--- config.mk ---
export PLATFORM = sky130hd
export DESIGN_NAME = retire_trace_buffer
export DESIGN_NICKNAME = d
export VERILOG_FILES = /design/src/rtl/retire_trace_pkg.sv /design/src/rtl/trace_fifo.sv /design/src/rtl/retire_trace_buffer.sv
export SDC_FILE = /design/constraint.sdc
export NUM_CORES = 2
export LEC_CHECK = 0
export CAP_MARGIN = 25
export CELL_PAD_IN_SITES_DETAIL_PLACEMENT = 0
export CELL_PAD_IN_SITES_GLOBAL_PLACEMENT = 1
export CORE_ASPECT_RATIO = 1.25
export CORE_MARGIN = 2
export CORE_UTILIZATION = 51
export CTS_CLUSTER_DIAMETER = 100
export DETAILED_ROUTE_END_ITERATION = 8
export GPL_TIMING_DRIVEN = 0
export PLACE_DENSITY = 0.87
export SYNTH_ARGS = -nofsm -noshare
export SYNTH_HDL_FRONTEND = slang
export SYNTH_SLANG_ARGS = --single-unit
--- constraint.sdc ---
create_clock -name clk_i -period 32.2 [get_ports clk_i]
set_clock_uncertainty 0.05 [all_clocks]
set_input_delay 8.05 -clock clk_i [delete_from_list [all_inputs] [get_ports clk_i]]
set_output_delay 8.05 -clock clk_i [all_outputs]
set_load 0.005 [all_outputs]
--- src/rtl/retire_trace_pkg.sv ---
// ---------------------------------------------------------------------------
// retire_trace_pkg
// Shared types for the retire trace buffer: serializer state encoding, the
// captured retire record, the header sync byte and a header builder.
// No ports (package).
// ---------------------------------------------------------------------------
package retire_trace_pkg;

    localparam logic [7:0] TRACE_SYNC = 8'hA5;
    localparam int         SEQ_W      = 18;

    // Serializer state table
    //   state      | meaning
    //   ST_IDLE    | no record loaded, tvalid low
    //   ST_HDR     | presenting header word
    //   ST_PC      | presenting PC word
    //   ST_INSTR   | presenting instruction word
    //   ST_RDATA   | presenting register write data (last for non-stores)
    //   ST_MADDR   | presenting store address
    //   ST_MDATA   | presenting store data (last for stores)
    typedef enum logic [2:0] {
        ST_IDLE,
        ST_HDR,
        ST_PC,
        ST_INSTR,
        ST_RDATA,
        ST_MADDR,
        ST_MDATA
    } trace_state_t;

    typedef struct packed {
        logic [31:0]      pc;
        logic [31:0]      instr;
        logic [4:0]       reg_addr;
        logic [31:0]      reg_data;
        logic [31:0]      mem_addr;
        logic [31:0]      mem_data;
        logic             mem_wrt;
        logic [SEQ_W-1:0] seq;
    } trace_rec_t;

    // Header layout: sync[31:24] | mem_wrt[23] | reg_addr[22:18] | seq[17:0]
    function automatic logic [31:0] trace_hdr(input trace_rec_t rec);
        return {TRACE_SYNC, rec.mem_wrt, rec.reg_addr, rec.seq};
    endfunction

endpackage

--- src/rtl/trace_fifo.sv ---
// ---------------------------------------------------------------------------
// trace_fifo
// Synchronous FIFO of retire records, DEPTH entries (power of two).
// Ports:
//   i_clk, i_rst       clock, synchronous active-high reset
//   i_push, i_wdata    write strobe and record; ignored when full
//   i_pop              read strobe; ignored when empty
//   o_rdata            head record (valid when !o_empty)
//   o_full, o_empty    occupancy flags
//   o_count            current number of stored records
// ---------------------------------------------------------------------------
module trace_fifo
    import retire_trace_pkg::*;
#(
    parameter int DEPTH = 8
) (
    input  logic                       i_clk,
    input  logic                       i_rst,
    input  logic                       i_push,
    input  trace_rec_t                 i_wdata,
    input  logic                       i_pop,
    output trace_rec_t                 o_rdata,
    output logic                       o_full,
    output logic                       o_empty,
    output logic [$clog2(DEPTH):0]     o_count
);

    localparam int AW = $clog2(DEPTH);
    localparam int CW = AW + 1;

    trace_rec_t     r_mem [DEPTH];
    logic [AW-1:0]  r_wr_ptr;
    logic [AW-1:0]  r_rd_ptr;
    logic [CW-1:0]  r_count;

    logic           w_do_push;
    logic           w_do_pop;

    assign o_full    = (r_count == CW'(DEPTH));
    assign o_empty   = (r_count == '0);
    assign o_count   = r_count;
    assign o_rdata   = r_mem[r_rd_ptr];

    assign w_do_push = i_push && !o_full;
    assign w_do_pop  = i_pop && !o_empty;

    // Storage is not reset; only the pointers define what is valid.
    always_ff @(posedge i_clk) begin
        if (w_do_push) begin
            r_mem[r_wr_ptr] <= i_wdata;
        end
    end

    always_ff @(posedge i_clk) begin
        if (i_rst) begin
            r_wr_ptr <= '0;
            r_rd_ptr <= '0;
            r_count  <= '0;
        end else begin
            if (w_do_push) begin
                r_wr_ptr <= r_wr_ptr + 1'b1;
            end
            if (w_do_pop) begin
                r_rd_ptr <= r_rd_ptr + 1'b1;
            end
            case ({w_do_push, w_do_pop})
                2'b10:   r_count <= r_count + 1'b1;
                2'b01:   r_count <= r_count - 1'b1;
                default: r_count <= r_count;
            endcase
        end
    end

endmodule

--- src/rtl/retire_trace_buffer.sv ---
// ---------------------------------------------------------------------------
// retire_trace_buffer
// Captures retire records from the core into a FIFO and serializes each
// record as a stream of 32-bit trace words (valid/ready handshake).
// Ports:
//   clk_i, rst_i                  clock, synchronous active-high reset
//   enable_i, update_i            capture enable and retire strobe
//   pc_i, instr_i, reg_addr_i,
//   reg_data_i, mem_addr_i,
//   mem_data_i, mem_wrt_i         retire record fields
//   tvalid_o, tready_i,
//   tdata_o, tlast_o              trace word stream
//   retired_cnt_o                 records captured (wraps)
//   drop_cnt_o                    records dropped on full FIFO (saturates)
//   overflow_o                    sticky drop flag
//   clear_i                       clears the three status outputs
// Only XLEN = 32 is supported.
// ---------------------------------------------------------------------------
module retire_trace_buffer
    import retire_trace_pkg::*;
#(
    parameter int XLEN  = 32,
    parameter int DEPTH = 8
) (
    input  logic            clk_i,
    input  logic            rst_i,
    input  logic            enable_i,
    input  logic            update_i,
    input  logic [XLEN-1:0] pc_i,
    input  logic [XLEN-1:0] instr_i,
    input  logic [4:0]      reg_addr_i,
    input  logic [XLEN-1:0] reg_data_i,
    input  logic [XLEN-1:0] mem_addr_i,
    input  logic [XLEN-1:0] mem_data_i,
    input  logic            mem_wrt_i,
    output logic            tvalid_o,
    input  logic            tready_i,
    output logic [31:0]     tdata_o,
    output logic            tlast_o,
    output logic [31:0]     retired_cnt_o,
    output logic [15:0]     drop_cnt_o,
    output logic            overflow_o,
    input  logic            clear_i
);

    localparam int CW = $clog2(DEPTH) + 1;

    trace_state_t   r_state;
    trace_rec_t     r_rec;
    logic           r_tvalid;
    logic [31:0]    r_tdata;
    logic           r_tlast;
    logic [31:0]    r_retired_cnt;
    logic [15:0]    r_drop_cnt;
    logic           r_overflow;

    trace_rec_t     w_new_rec;
    trace_rec_t     w_head;
    logic           w_full;
    logic           w_empty;
    logic [CW-1:0]  w_count;
    logic           w_capture;
    logic           w_push;
    logic           w_drop;
    logic           w_accept;
    logic           w_last_acc;
    logic           w_pop;

    always_comb begin
        w_new_rec          = '0;
        w_new_rec.pc       = pc_i;
        w_new_rec.instr    = instr_i;
        w_new_rec.reg_addr = reg_addr_i;
        w_new_rec.reg_data = reg_data_i;
        w_new_rec.mem_addr = mem_addr_i;
        w_new_rec.mem_data = mem_data_i;
        w_new_rec.mem_wrt  = mem_wrt_i;
        w_new_rec.seq      = r_retired_cnt[SEQ_W-1:0];
    end

    // Space is judged on the occupancy before this edge, so a pop on the
    // same edge never makes room for a push into a full FIFO.
    assign w_capture  = enable_i && update_i;
    assign w_push     = w_capture && !w_full;
    assign w_drop     = w_capture && (w_count == CW'(DEPTH));

    assign w_accept   = r_tvalid && tready_i;
    assign w_last_acc = w_accept && r_tlast;
    assign w_pop      = !w_empty && ((r_state == ST_IDLE) || w_last_acc);

    trace_fifo #(
        .DEPTH (DEPTH)
    ) u_fifo (
        .i_clk   (clk_i),
        .i_rst   (rst_i),
        .i_push  (w_push),
        .i_wdata (w_new_rec),
        .i_pop   (w_pop),
        .o_rdata (w_head),
        .o_full  (w_full),
        .o_empty (w_empty),
        .o_count (w_count)
    );

    // Serializer: outputs are registered and loaded together with the state
    // so the word on tdata_o always belongs to the state being presented.
    always_ff @(posedge clk_i) begin
        if (rst_i) begin
            r_state  <= ST_IDLE;
            r_rec    <= '0;
            r_tvalid <= 1'b0;
            r_tdata  <= '0;
            r_tlast  <= 1'b0;
        end else if (w_pop) begin
            // Either leaving IDLE or chaining straight into the next record
            r_rec    <= w_head;
            r_state  <= ST_HDR;
            r_tvalid <= 1'b1;
            r_tdata  <= trace_hdr(w_head);
            r_tlast  <= 1'b0;
        end else if (w_last_acc) begin
            r_state  <= ST_IDLE;
            r_tvalid <= 1'b0;
            r_tdata  <= '0;
            r_tlast  <= 1'b0;
        end else if (w_accept) begin
            case (r_state)
                ST_HDR: begin
                    r_state <= ST_PC;
                    r_tdata <= r_rec.pc;
                end
                ST_PC: begin
                    r_state <= ST_INSTR;
                    r_tdata <= r_rec.instr;
                end
                ST_INSTR: begin
                    r_state <= ST_RDATA;
                    r_tdata <= r_rec.reg_data;
                    r_tlast <= !r_rec.mem_wrt;
                end
                ST_RDATA: begin
                    // Non-last RDATA implies a store record
                    r_state <= ST_MADDR;
                    r_tdata <= r_rec.mem_addr;
                    r_tlast <= 1'b0;
                end
                ST_MADDR: begin
                    r_state <= ST_MDATA;
                    r_tdata <= r_rec.mem_data;
                    r_tlast <= 1'b1;
                end
                default: begin
                    r_state  <= ST_IDLE;
                    r_tvalid <= 1'b0;
                    r_tdata  <= '0;
                    r_tlast  <= 1'b0;
                end
            endcase
        end else if (r_state == ST_HDR) begin
            // Stalled header: re-derive from the held record (same value)
            r_tdata <= trace_hdr(r_rec);
        end
    end

    // Status counters; clear wins over any increment on the same edge.
    always_ff @(posedge clk_i) begin
        if (rst_i || clear_i) begin
            r_retired_cnt <= '0;
            r_drop_cnt    <= '0;
            r_overflow    <= 1'b0;
        end else begin
            if (w_capture) begin
                r_retired_cnt <= r_retired_cnt + 32'd1;
            end
            if (w_drop) begin
                r_overflow <= 1'b1;
                if (r_drop_cnt != 16'hFFFF) begin
                    r_drop_cnt <= r_drop_cnt + 16'd1;
                end
            end
        end
    end

    assign tvalid_o      = r_tvalid;
    assign tdata_o       = r_tdata;
    assign tlast_o       = r_tlast;
    assign retired_cnt_o = r_retired_cnt;
    assign drop_cnt_o    = r_drop_cnt;
    assign overflow_o    = r_overflow;

endmodule

* Word level (Yosys, flattened, before mapping)
Memories as Yosys holds them, arrays and structs flattened. A register that Yosys moved wholly into a read port is not among the register bits. Index checks and enable logic that the tools add are counted.
Word-level totals: register bits after elaboration 280, latch bits 0, RAM bits 1472, memory bits (read-only) 0, input bits 172, output and inout bits 83, logic and storage cells 82, memories kept 1
Memory list:
- u_fifo.r_mem | words 8, bits a word 184, rd ports 1, clocked after memory_dff 1, wr ports 1, line trace_fifo.sv:31 | trace_rec_t r_mem [DEPTH];
Operators by class: add/sub/neg operators 6, multiply operators 0, divide/modulo/power cells 0, magnitude comparators 0, equal/unequal tests 10, shift operators 0, muxes and demuxes 19, bitwise logic cells 1, reductions and logical operators 25
Operators by type and width (count):
- 32-bit one-hot mux with 5 select lines | 1
- 32-bit two-way mux | 4
- 32-bit by 1-bit adder with 32-bit output, second input constant | 1
- 16-bit by 1-bit adder with 16-bit output, second input constant | 1
- 16-bit inequality test, second input constant | 1
- 3-bit one-hot mux with 5 select lines | 1
- 1-bit two-way mux | 9
- 1-bit logical AND | 8
- 4-bit one-hot mux with 2 select lines | 1
- 3-bit by 1-bit adder with 3-bit output, second input constant | 2
- 3-bit by 2-bit == test with 1-bit output, second input constant | 2
- 3-bit == test, second input constant | 2
- 3-bit two-way mux | 2
- 2-bit AND reduction | 3
- 5-bit OR reduction | 1
- 4-bit by 1-bit adder with 4-bit output, second input constant | 1
- 4-bit == test, second input constant | 1
- 4-bit logical NOT | 1
- 2-bit nonzero test | 2
- 4-bit nonzero test | 1
- 4-bit by 1-bit subtractor with 4-bit output, second input constant | 1
- 3-bit by 1-bit == test with 1-bit output, second input constant | 1
- 1-bit logical NOT | 3
- 3-bit logical NOT | 1
- 9 further kinds | 10

* Longest topological paths before layout
depth in word-level cells 7, depth in mapped cells 14, depth with buffers taken out 10

* Cells and area by module
A second synthesis with hierarchy kept.
Second synthesis, totals: cell total of the unflattened synthesis 3623, area, all modules 67621.1 µm²
By module, submodules not included:
- trace_fifo | times used 1, cells an instance 2200, area an instance 55888.6 µm², seq. area each 44462.6 µm²
- retire_trace_buffer | times used 1, cells an instance 1423, area an instance 11732.5 µm², seq. area each 5405.2 µm²

* Worst setup path after synthesis
No wires, ideal clock.
path type in2reg, start input port enable_i, end memory u_fifo.r_mem[0][0] (netlist bit), enable pin, data arrival time 20934 ps, required time 31196 ps, path slack 10262 ps, cell stages on the path 3, cell sequence nand2_1 -> or3_1 -> nor3_1
Between the ends: longest elaborated chain between the ends 5
RTL lines:
- start: declaration | line retire_trace_buffer.sv:27 | input logic enable_i,
- 1-bit logical AND | line retire_trace_buffer.sv:83 | assign w_capture = enable_i && update_i;
- 1-bit logical AND | line retire_trace_buffer.sv:84 | assign w_push = w_capture && !w_full;
- 1-bit logical AND | line trace_fifo.sv:44 | assign w_do_push = i_push && !o_full;
- 1-bit two-way mux | line trace_fifo.sv:49 | if (w_do_push) begin
- 1-bit two-way mux (implied by the code) | line trace_fifo.sv:50 | r_mem[r_wr_ptr] <= i_wdata;
- end: declaration | line trace_fifo.sv:31
Every way passes these cells.

* Worst setup path in the final report
start input port enable_i, end memory u_fifo.r_mem[0][88] (netlist bit), enable pin
The elaborated chain is that of the path after synthesis.

==> summary.txt <==
CTS
  • CTS tree: built
  • Hold Buf Count CTS: 0
  • Post-CTS Resized: 0
  • Clk_lat worst skew: 0.80 ns
  • Root Buffer: clkbuf_16
  • # Post-CTS Setup Buffers: 0
  • H-tree Lvls: 4
  • CTS clk-pin slew, worst paths: 0.06 ns
  • CTS Buffer Depth: 3
  • Cts bufs inserted: 159
  • CTS Sinks: 1755

Yosys
  • Sequential area share after synthesis: 74.8%
  • Main synth FF type: edfxtp_1
  • Post-synth ARST share: 0%
  • #FFs+latches synth: 1755
  • Mapped Avg Cell Area: 18.8 um^2
  • Number of synthesized flops with an enable pin: 1472
  • Cells after Synth: 3546
  • Mapped Nets: 3726
  • Synth cell types: 55
  • Synth warn: 0
  • Mapped Area: 66700 um^2

Finish
  • Most frequent cells in the layout: edfxtp_1 (1472), mux4_2 (320), dfxtp_1 (283), nor2_1 (272), mux2i_1 (265)
  • Non-Filler Instances: 5923
  • Most common cell after layout, fill and taps aside: edfxtp_1
  • P&R area growth vs syn: 17.4%
  • Core Util, Final: 60.2%
  • Final-stage net count: 4242
  • Fraction of layout cells with a size suffix above 1: 18.5%
  • Final Cell Area: 78200 um^2

Routing
  • Final WL: 171 mm
  • Routed vias/inst: 6.12
  • Pre-Repair DR Iteration Count: 6
  • DR iter-0 viols: 3772
  • WL per Instance: 28.8 um
  • Vias: 36300
  • Final ANT Viol Nets: 0
  • DR DRC count: 0

STA
  • Final Hold Fails: 0
  • Tightest Pin Transition: 0.932 ns
  • Final cycle utilization of the critical path: 33.0%
  • Slew Viols, Final: 0
  • Fmax: 94.1 MHz
  • Max-slew headroom: 37.8%
  • Final setup vio count: 0
  • RSZ-0062 raised after global routing: no
  • Post-route minimum period: 10.63 ns

Place
  • RePlAce Congestion: 0.957
  • Half-perimeter wire length after placement: 115 mm
  • Cell Area, Placed: 73100 um^2
  • Placed Cells: 5626
  • Number of I/O port buffers: 254

Global routing
  • Initial antenna violation count: 35
  • Vias in the first global route: 35700
  • Largest net degree at the start of global routing: 27
  • Global route overflow: 0
  • Global-route wire length before repair: 247 mm
  • Global Route Usage Sum: 25.4%

Critical path
  • Critical Path AT: 11.07 ns
  • Worst-path fanout max: 10
  • Setup crit end kind: flip-flop
  • Worst Setup Start Kind: input pin
  • WP data required: 32.64 ns
  • Crit Path Category: in -> reg

Floorplan
  • Width of the die: 327 um
  • Initial Utilization: 51.3%
  • Number of placement rows: 148
  • Die Span Y: 408 um
  • Core footprint: 130000 um^2
  • I/O Pins: 255
  • Total die area: 134000 um^2

Run
  • Number of max-cap violations: 0

Power
  • Pleak: 24.3 nW
  • Pwr/cell area: 77.9 nW/um^2
  • Worst ir drop on vdd: 0.0000470 V

Status
  • Outcome: finished, final reports clean

Min path
  • Min-delay worst type: reg -> reg
==> logic make-up after synthesis <==
| logic type | count (synthesis) | synth area share [%] |
|---|---|---|
| compound gates | 400 | 4.37 |
| xor+xnor | 43 | 0.565 |
| fa+ha+maj | 8 | 0.150 |
| buf+inv | 242 | 1.71 |
| flops | 1755 | 74.8 |
| mux | 587 | 14.8 |
| simple gates | 511 | 3.59 |
==> final timing paths <==
check,start,endpoint,slack [ns],cells after the start
worst min register to register,r_rec[118],r_rec[118],0.45,2
worst max register to register,flip-flop,r_rec[183],28.78,7
worst min-delay path,r_rec[118],r_rec[118],0.45,2
worst max-delay path,enable_i,u_fifo.r_mem[0][88],21.57,10
==> critical path: stages <==
cell	delay (ns)
clkdlybuf4s50_1	0.49
nand2_1	0.18
or3_1	0.57
nor3_2	0.58
buf_6	0.24
buf_6	0.17
buf_6	0.20
buf_6	0.20
buf_6	0.18
buf_6	0.20
==> Yosys cell counts (all sizes together), types with 6 or more instances <==
master	n	area, um^2
mux2i	265	2650
buf	114	661
or3	7	43.8
nand3b	26	195
nor2	278	1040
ha	8	100
nand3	21	105
clkbuf	119	447
xnor2	33	289
a22oi	72	541
inv	9	33.8
edfxtp	1472	44200
o21ai	17	88.8
nor4	35	219
xor2	10	87.6
and3	6	38.8
mux4	320	7210
o211ai	7	52.6
nor3	43	215
a31oi	31	194
a221o	7	70.1
nand2	52	195
a211oi	164	1230
a221oi	48	420
a21oi	43	215
nand4	13	93.8
dfxtp	283	5670
==> flip-flops by register name, summed over array words and instances (netlist names), named ones only <==
signal / flops
drop_cnt_o: 16
overflow_o: 1
r_rec: 184
r_state: 3
retired_cnt_o: 32
tdata_o: 32
tlast_o: 1
tvalid_o: 1
u_fifo.o_count: 4
u_fifo.r_mem: 1472
u_fifo.r_rd_ptr: 3
u_fifo.r_wr_ptr: 3
==> cell type report <==
class,instances,area (um^2)
antenna,9,22.5
buffer,233,1110
clock buffer,197,4290
clock inverter,91,846
fill,9014,51700
inverter,9,33.8
multi-input combinational,1549,15700
sequential,1755,49900
tap,1725,2160
timing repair buffer,355,4210
==> power breakdown <==
part           switching [mW]  total [mW]  internal [mW]
Clock                   0.824        1.87           1.05
Sequential              0.137        2.78           2.64
Combinational           0.874        1.45          0.573
==> metal layers <==
metal | GRT usage (%) | share of wire, %
met5 | 0 | 0.14
met4 | 10.9 | 4.3
met3 | 4.99 | 8.1
met2 | 42.0 | 50
met1 | 33.0 | 37
==> through the flow <==
stage	setup slack (ns)	total power [mW]	setup TNS (ns)	hold WS, ns
floorplan	10.26	3.72	0	0.404
global placement	-3.03	4.23	-1042.59	0.425
detailed placement	20.78	4.25	0	0.435
CTS	21.61	6.10	0	0.447
global route	21.45	6.31	0	0.458
finish	21.57	6.09	0	0.446
No activity file was read; power rests on OpenSTA's default activity.
